File: config.mk
export PLATFORM = sky130hd
export DESIGN_NAME = writeback_unit
export DESIGN_NICKNAME = d
export VERILOG_FILES = /design/src/rtl/wb_pkg.sv /design/src/rtl/wb_fifo.sv /design/src/rtl/writeback_unit.sv
export SDC_FILE = /design/constraint.sdc
export NUM_CORES = 1
export LEC_CHECK = 0
export ABC_AREA = 0
export CORE_MARGIN = 5
export CORE_UTILIZATION = 35
export DETAILED_ROUTE_END_ITERATION = 7
export PLACE_DENSITY = 0.55
export REMOVE_ABC_BUFFERS = 1
export SETUP_SLACK_MARGIN = 0.2
export SLEW_MARGIN = 20
export SYNTH_ARGS = -nofsm -noshare
export SYNTH_HDL_FRONTEND = slang
export SYNTH_SLANG_ARGS = --single-unit
File: constraint.sdc
create_clock -name clk -period 5.6 [get_ports clk]
set_input_delay 0.56 -clock clk [delete_from_list [all_inputs] [get_ports clk]]
set_output_delay 0.56 -clock clk [all_outputs]
set_load 0.01 [all_outputs]
File: src/rtl/wb_pkg.sv
// Shared types and defaults for the writeback unit: load funct3 codes,
// the buffered-result record and the default buffer/starvation sizing.
package wb_pkg;

  typedef enum logic [2:0] {
    LB  = 3'b000,
    LH  = 3'b001,
    LW  = 3'b010,
    LBU = 3'b100,
    LHU = 3'b101
  } load_funct_e;

  localparam int unsigned DEFAULT_ALU_FIFO_DEPTH = 2;
  localparam int unsigned DEFAULT_STARVE_LIMIT   = 4;

  typedef struct packed {
    logic [4:0]  rd;
    logic [31:0] data;
  } wb_entry_t;

endpackage

File: src/rtl/wb_fifo.sv
// Count-based FIFO holding ALU results until the writeback selector drains them.
// full_o/empty_o come straight from flops so alu_ready has no combinational path.
module wb_fifo #(
  parameter int unsigned DEPTH = 2,
  parameter int unsigned WIDTH = 37
) (
  input  logic             clk,
  input  logic             rst,
  input  logic             push_i,
  input  logic [WIDTH-1:0] push_data_i,
  input  logic             pop_i,
  output logic [WIDTH-1:0] head_o,
  output logic             full_o,
  output logic             empty_o
);

  localparam int unsigned AW = (DEPTH > 1) ? $clog2(DEPTH) : 1;

  logic [WIDTH-1:0] mem_q [DEPTH];
  logic [AW-1:0]    wr_ptr_q, rd_ptr_q;
  logic [AW:0]      count_q, count_d;
  logic             full_q, empty_q;
  logic             do_push, do_pop;

  assign do_push = push_i & ~full_q;
  assign do_pop  = pop_i & ~empty_q;

  always_comb begin
    count_d = count_q;
    if (do_push && !do_pop) count_d = count_q + (AW+1)'(1);
    else if (!do_push && do_pop) count_d = count_q - (AW+1)'(1);
  end

  // DEPTH is a power of two, so the pointers wrap on their own.
  always_ff @(posedge clk or posedge rst) begin
    if (rst) begin
      wr_ptr_q <= '0;
      rd_ptr_q <= '0;
      count_q  <= '0;
      full_q   <= 1'b0;
      empty_q  <= 1'b1;
    end else begin
      if (do_push) wr_ptr_q <= wr_ptr_q + AW'(1);
      if (do_pop)  rd_ptr_q <= rd_ptr_q + AW'(1);
      count_q <= count_d;
      full_q  <= (count_d == (AW+1)'(DEPTH));
      empty_q <= (count_d == '0);
    end
  end

  always_ff @(posedge clk) begin
    if (do_push) mem_q[wr_ptr_q] <= push_data_i;
  end

  assign head_o  = mem_q[rd_ptr_q];
  assign full_o  = full_q;
  assign empty_o = empty_q;

endmodule

File: src/rtl/writeback_unit.sv
// Writeback stage: merges load responses and buffered ALU results into one
// register-file write per cycle, and tracks pending destinations for decode.
module writeback_unit
  import wb_pkg::*;
#(
  parameter int unsigned ALU_FIFO_DEPTH = DEFAULT_ALU_FIFO_DEPTH,
  parameter int unsigned STARVE_LIMIT   = DEFAULT_STARVE_LIMIT
) (
  input  logic        clk,
  input  logic        rst,
  input  logic        issue_valid,
  input  logic [4:0]  issue_rd,
  input  logic        alu_valid,
  input  logic [4:0]  alu_rd,
  input  logic [31:0] alu_data,
  output logic        alu_ready,
  input  logic        ld_valid,
  input  logic [4:0]  ld_rd,
  input  logic [31:0] ld_data,
  input  logic [1:0]  ld_addr_lo,
  input  logic [2:0]  ld_funct3,
  output logic        ld_ready,
  input  logic [4:0]  addr_rd_port1,
  input  logic [4:0]  addr_rd_port2,
  output logic        hazard_1,
  output logic        hazard_2,
  output logic        wr_rd_en,
  output logic [4:0]  addr_wr,
  output logic [31:0] write_port
);

  localparam int unsigned SW = $clog2(STARVE_LIMIT + 1);

  wb_entry_t   alu_entry, head;
  logic        fifo_full, fifo_empty;
  logic        alu_fire, ld_fire, pop;
  logic        sel_valid;
  logic [4:0]  sel_rd;
  logic [31:0] sel_data;
  logic [7:0]  ld_byte;
  logic [15:0] ld_half;
  logic [31:0] ld_ext;

  logic [SW-1:0] starve_q, starve_d;
  logic [31:0]   busy_q, busy_d;
  logic          wr_en_q;
  logic [4:0]    addr_wr_q;
  logic [31:0]   wdata_q;

  assign alu_entry = '{rd: alu_rd, data: alu_data};

  wb_fifo #(
    .DEPTH (ALU_FIFO_DEPTH),
    .WIDTH ($bits(wb_entry_t))
  ) u_fifo (
    .clk         (clk),
    .rst         (rst),
    .push_i      (alu_fire),
    .push_data_i (alu_entry),
    .pop_i       (pop),
    .head_o      (head),
    .full_o      (fifo_full),
    .empty_o     (fifo_empty)
  );

  // ld_ready is withheld for one cycle once the FIFO has been starved long enough.
  assign ld_ready  = (starve_q != SW'(STARVE_LIMIT));
  assign alu_ready = ~fifo_full;
  assign alu_fire  = alu_valid & alu_ready;
  assign ld_fire   = ld_valid & ld_ready;
  assign pop       = ~ld_fire & ~fifo_empty;

  always_comb begin
    ld_byte = 8'(ld_data >> {ld_addr_lo, 3'b000});
    ld_half = ld_addr_lo[1] ? ld_data[31:16] : ld_data[15:0];
    case (ld_funct3)
      LB:      ld_ext = {{24{ld_byte[7]}}, ld_byte};
      LH:      ld_ext = {{16{ld_half[15]}}, ld_half};
      LBU:     ld_ext = {24'b0, ld_byte};
      LHU:     ld_ext = {16'b0, ld_half};
      default: ld_ext = ld_data;
    endcase
  end

  always_comb begin
    sel_valid = ld_fire | pop;
    sel_rd    = ld_fire ? ld_rd  : head.rd;
    sel_data  = ld_fire ? ld_ext : head.data;
  end

  always_comb begin
    starve_d = starve_q;
    if (pop) starve_d = '0;
    else if (fifo_full && starve_q != SW'(STARVE_LIMIT)) starve_d = starve_q + SW'(1);
  end

  // Clear before set so a retire and re-issue of the same rd stays pending.
  always_comb begin
    busy_d = busy_q;
    if (sel_valid) busy_d[sel_rd] = 1'b0;
    if (issue_valid) busy_d[issue_rd] = 1'b1;
    busy_d[0] = 1'b0;
  end

  always_ff @(posedge clk or posedge rst) begin
    if (rst) begin
      starve_q  <= '0;
      busy_q    <= '0;
      wr_en_q   <= 1'b0;
      addr_wr_q <= '0;
      wdata_q   <= '0;
    end else begin
      starve_q <= starve_d;
      busy_q   <= busy_d;
      wr_en_q  <= sel_valid && (sel_rd != 5'd0);
      if (sel_valid && sel_rd != 5'd0) begin
        addr_wr_q <= sel_rd;
        wdata_q   <= sel_data;
      end
    end
  end

  assign wr_rd_en   = wr_en_q;
  assign addr_wr    = addr_wr_q;
  assign write_port = wdata_q;
  assign hazard_1   = busy_q[addr_rd_port1];
  assign hazard_2   = busy_q[addr_rd_port2];

endmodule

Yosys cells after proc, flatten, opt, wreduce, memory -nomap -nowiden
Memory sizes are Yosys's and may differ from the RTL's.
Index checks and enable logic that the tools add are counted.
Storage, ports and cells
  register bits: 78
  memories: 1
  latch bits: 0
  memory bits (writable): 74
  memory bits (read-only): 0
  bits of input ports: 99
  word-level logic and storage cells: 72
  output and inout port bits: 42
Cells by class
  multipliers: 0
  reduce and logical (&&, ||, !) cells: 12
  equal/unequal tests: 5
  bitwise gates (word level): 12
  div/mod/pow operators: 0
  magnitude comparators: 6
  add/sub/neg operators: 5
  shifts and indexed selects: 1
  mux-type cells: 20
Memories
  u_fifo.mem_q: depth 2, bits a word 37, rd ports 1, clocked after memory_dff 0, wr ports 1, RTL line wb_fifo.sv:19  | logic [WIDTH-1:0] mem_q [DEPTH];
Operators by type and width (number)
  one-hot mux 32 bit (4 select lines): 1
  2-to-1 mux 32 bit: 3
  bitwise AND 32 bit: 1
  inverter 32 bit: 1
  OR 32 bit: 1
  right shift 32 x 5 -> 8 bit: 1
  less-than comparator 5 x 6 -> 1 bit, second input constant: 4
  2-to-1 mux 16 bit: 1
  binary-select mux 1 bit (select 5 bit): 2
  demux 1 bit (select 5 bit): 2
  greater-or-equal comparator 5 x 1 -> 1 bit, second input constant: 2
  == test 3 bit, second input constant: 2
  logical AND 1 bit: 6
  2-to-1 mux 1 bit: 6
  2-to-1 mux 3 bit: 2
  bitwise AND 1 bit: 5
  2-to-1 mux 5 bit: 1
  nonzero test 5 bit: 1
  2-to-1 mux 2 bit: 2
  adder 3 x 1 -> 3 bit, second input constant: 1
  == test 3 x 1 -> 1 bit, second input constant: 1
  zero test 3 bit: 1
  != test 3 bit, second input constant: 1
  inverter 1 bit: 3
  other kinds (8): 10

Longest topological paths before layout
  depth in word-level cells: 12
  depth in mapped cells: 9
  gate-level depth less buffers: 6

By module
A second synthesis with hierarchy kept.
Second synthesis, totals
  cells, all modules: 680
  area total of the unflattened synthesis: 8189.1 µm²
Modules (own cells, without submodules)
  writeback_unit: area each 5149.9 µm², instances 1, cells an instance 534, sequential area each 1801.7 µm²
  wb_fifo: area each 3039.2 µm², instances 1, cells an instance 146, sequential area each 2373.5 µm²

Worst setup path after synthesis
OpenSTA, ideal clock, no wires.
  kind: input to register
  start: input port alu_valid
  end: memory u_fifo.mem_q[0][0], enable pin
  path slack: 2.913 ns
  setup time: 0.431 ns
  stages: 2
  arrival time: 2.255 ns
  path buffers: 0
  cells stage by stage: nand2b_1 -> nor2_1
On the way
  cells in the longest elaborated chain, start to end: 4
RTL lines
  start: declaration: RTL line writeback_unit.sv:13  | input logic alu_valid,
  bitwise AND 1 bit: RTL line writeback_unit.sv:69  | assign alu_fire = alu_valid & alu_ready;
  bitwise AND 1 bit: RTL line wb_fifo.sv:25  | assign do_push = push_i & ~full_q;
  2-to-1 mux 1 bit: RTL line wb_fifo.sv:52  | if (do_push) mem_q[wr_ptr_q] <= push_data_i;
  2-to-1 mux 1 bit (not written as such): RTL line wb_fifo.sv:52
  end: declaration: RTL line wb_fifo.sv:19
No other way between the ends.

Worst setup path in the final report
  start: input port addr_rd_port1[0]
  end: output port hazard_1
On the way
  cells in the longest elaborated chain, start to end: 2
RTL lines
  start: declaration: RTL line writeback_unit.sv:23  | input logic [4:0] addr_rd_port1,
  binary-select mux 1 bit (select 5 bit): RTL line writeback_unit.sv:126  | assign hazard_1 = busy_q[addr_rd_port1];
  2-to-1 mux 1 bit (not written as such): RTL line writeback_unit.sv:126
  end: declaration: RTL line writeback_unit.sv:25  | output logic hazard_1,
No other way between the ends. The select of a mux whose other input is x is not followed.

==> impl_metrics.csv <==
group,metric,value,unit
synth,async_flop_share,51.3,%
sta,finalClockSkew,0.0133,ns
synth,synth_area_leaders,"edfxtp_1, dfrtp_1, mux2i_1",
worst_setup_path,worstPathRequired,5.04,ns
synth,synthSimpleGateAreaFrac,10.8,%
sta,worstMarginPinSlew,1.05,ns
synth,yosysTopAreaCell,"edfxtp_1",
synth,synth_area,0.00794,mm2
synth,ys_types,68,
sta,rsz0062_at_grt,"false",
floorplan,die_w,161,um
clocking,htreeDepth,4,
sta,slew_headroom,29.9,%
status,status,"complete, no violations",
place,gp_congestion,0.912,
synth,syn-instance-count,653,
routing,wire_per_inst,22.0,um
floorplan,die_area,0.0258,mm2
floorplan,placementRows,55,
grt,grt_pass1_wl,36800,um
hold_path,hold_class,"primary input to async pin",
clocking,path_clk_slew,0.06,ns
floorplan,initial_core_util,35.3,%
worst_setup_path,worst_path_largest_cell_delay,0.81,ns
routing,met3_length,1550,um
synth,synth_fa_ha_area_share,0.315,%
sta,finalCritPeriodShare,66.9,%
sta,fmaxAchievable,0.267,GHz
routing,detail-route-antenna-nets,0,
synth,syn_avg_cell_area,12.2,um2
floorplan,die_y,161,um
routing,drt-initial-drc-count,426,
clocking,clk_path_buf_depth,2,
clocking,clockRootBuffer,"clkbuf_16",
worst_setup_path,start_kind,"primary input",
clocking,cts_setup_buffers,0,
routing,m1WireLength,9890,um
final_layout,finalNetCount,871,
job,maxCapViolCount,0,
final_layout,n_antenna_cell,0,
synth,synth.area.mux_share,12.9,%
routing,met2WireLength,11500,um
sta,slew_viol_final,0,
grt,grt_max_degree,74,
synth,yosysSeqAreaShare,52.6,%
clocking,cts.sinks,152,
grt,overflow,0,
synth,synth_compound_area_share,17.9,%
synth,ys_ff_latch,152,
power_and_ir_drop,vdd_ir_drop_max,0.236,mV
grt,track_usage,18.2,%
power_and_ir_drop,power_leakage,3.77,nW
worst_setup_path,path_max_fanout,9,
worst_setup_path,path_cells,"clkdlybuf4s50_1 > mux4_2 > mux2i_1 > nor2_1 > or4_1 > clkdlybuf4s50_1",
routing,via_per_inst,5.74,
final_layout,syn_to_final_growth,27.4,%
place,hpwl,16900,um
grt,antenna_found_initial,3,
routing,routed.top_layer,"met5",
sta,setup_tns,0,ns
routing,wirelength,23500,um
grt,grt_pass1_vias,6477,
clocking,cts_buffers,17,
clocking,cts.repair.resized,0,
synth,yosys_warnings,0,
worst_setup_path,crit_arrival,3.19,ns
routing,vias,6132,
routing,post-route-drc-count,0,
clocking,tritoncts,"built",
routing,drtPass1Iterations,5,
synth,ys.flop_type,"dfrtp_1",
sta,setup_viol_count_final,0,
worst_setup_path,path_common_cell,"clkdlybuf4s50_1",
power_and_ir_drop,p_per_area,438,mW/mm2
place,io_buffers,140,
sta,hold_viol,0,
clocking,clock_latency,0.43,ns
synth,synth_top_area_share,28.0,%
worst_setup_path,critPathCaptureType,"primary output",
sta,period_minus_slack,3.75,ns
worst_setup_path,criticalPathCategory,"primary input to primary output",
synth,synth_xor_area_share,0.773,%
synth,synth_top_family_by_area,"compound AO/OA/AOI/OAI gates",
floorplan,ios,141,
synth,synth_edf_count,74,
final_layout,final_layout_size_suffix_gt1_share,12.3,%
worst_setup_path,critPathSlowestCell,"clkdlybuf4s50_1",
floorplan,core-area,0.0225,mm2
sta,whs,0.337,ns
clocking,hold_buffers,0,
[layout by cell type (no fill, tap or decap), types with 4 or more instances in the layout]
master,n
and3b_1,4
a221oi_1,7
nor2_1,15
mux2_4,8
o22ai_1,25
dfrtp_1,76
o211ai_1,5
nand2_1,36
a311oi_1,15
nand4b_1,7
edfxtp_1,74
buf_4,4
o2bb2ai_1,4
mux2_1,7
clkinv_2,4
nand3_1,8
clkbuf_16,17
a21oi_1,22
o32ai_1,7
nor3b_1,7
a32o_1,16
mux2i_1,33
a22oi_1,16
mux2_2,15
nor3_1,21
inv_6,4
nand3b_1,10
o21ai_0,24
a211oi_1,8
mux4_2,14
nor2b_1,14
inv_1,32
a22o_1,13
clkdlybuf4s50_1,140
xnor2_1,4
[worst max-delay path: cells and delay by family]
family	cells	cell delay, ns
multiplexers	2	0.73
buffers and inverters	2	1.31
AND/OR/NAND/NOR	2	0.58
[sequential cells by signal (all words and copies together) (netlist names)]
name             count
u_fifo.mem_q        74
write_port          32
busy_q              31
addr_wr              5
starve_q             3
u_fifo.count_q       2
u_fifo.empty_o       1
u_fifo.full_o        1
u_fifo.rd_ptr_q      1
u_fifo.wr_ptr_q      1
wr_rd_en             1
[Yosys cell counts (14+ instances only)]
cell      instances
mux2_2           15
o22ai_1          25
nor2_1           16
clkbuf_1         16
mux4_2           14
a32o_1           16
nor2b_1          15
edfxtp_1         74
dfrtp_1          77
a21oi_1          22
inv_1            33
a22oi_1          16
o21ai_0          24
nor3_1           21
mux2i_1          33
nand2_1          36
buf_2            19
a311oi_1         15
[metal layers]
layer	track usage [%]	up-vias
met2	30.3	213
met4	6.37	4
met5	0	-
met1	22.5	3071
li1	-	2803
met3	5.62	41
[kinds of logic (layout without fill, tap and decap cells)]
| logic type | Yosys count | in the layout |
|---|---|---|
| XOR/XNOR | 7 | 7 |
| buffers and inverters | 80 | 210 |
| multiplexers | 78 | 78 |
| flip-flops | 152 | 152 |
| AO/OA/AOI/OAI | 184 | 184 |
| AND/OR/NAND/NOR | 150 | 150 |
| adder cells (fa/ha/maj) | 2 | 2 |
[path summary, 6_finish.rpt]
| kind | from | end | slack (ns) | depth (start not counted) |
|---|---|---|---|---|
| max | addr_rd_port1[0] | hazard_1 | 1.85 | 6 |
| min reg2reg | write_port[3] | write_port[3] | 0.50 | 1 |
| max reg2reg | starve_q[0] | write_port[0] | 2.82 | 7 |
| max in group asynchronous | rst | u_fifo.rd_ptr_q | 4.36 | 3 |
| min in group clk | write_port[3] | write_port[3] | 0.50 | 1 |
| min | rst | u_fifo.count_q[0] | 0.34 | 2 |
[power breakdown]
part	internal [W]	switching, W	total [W]	leakage (nW)
clock	0.000704	0.000473	0.00118	0.287
combinational	0.000723	0.000637	0.00136	1.87
sequential	0.00155	0.000343	0.00189	1.62
[metrics by stage]
stage | util, % | worst slack, ns | area, um2 | power, W | std cells
finish | 44.9 | 1.85 | 10100 | 0.00443 | 1068
detailed placement | 42.2 | 1.83 | 9500 | 0.00329 | 1036
floorplan | - | 2.49 | 7690 | 0.00261 | 606
CTS | 44.9 | 1.82 | 10100 | 0.00448 | 1068
global placement | 42.2 | 1.89 | 9500 | 0.00326 | 1036
global route | 44.9 | 1.71 | 10100 | 0.00466 | 1068
[final cells by class]
| class | count | area [um2] |
|---|---|---|
| timing repair buffer | 145 | 1440 |
| inverter | 33 | 125 |
| fill | 2016 | 12400 |
| clock buffer | 18 | 429 |
| sequential | 152 | 4180 |
| multi-input combinational | 421 | 3410 |
| clock inverter | 14 | 171 |
| tap | 285 | 357 |
(Power assumes the default switching activity.)
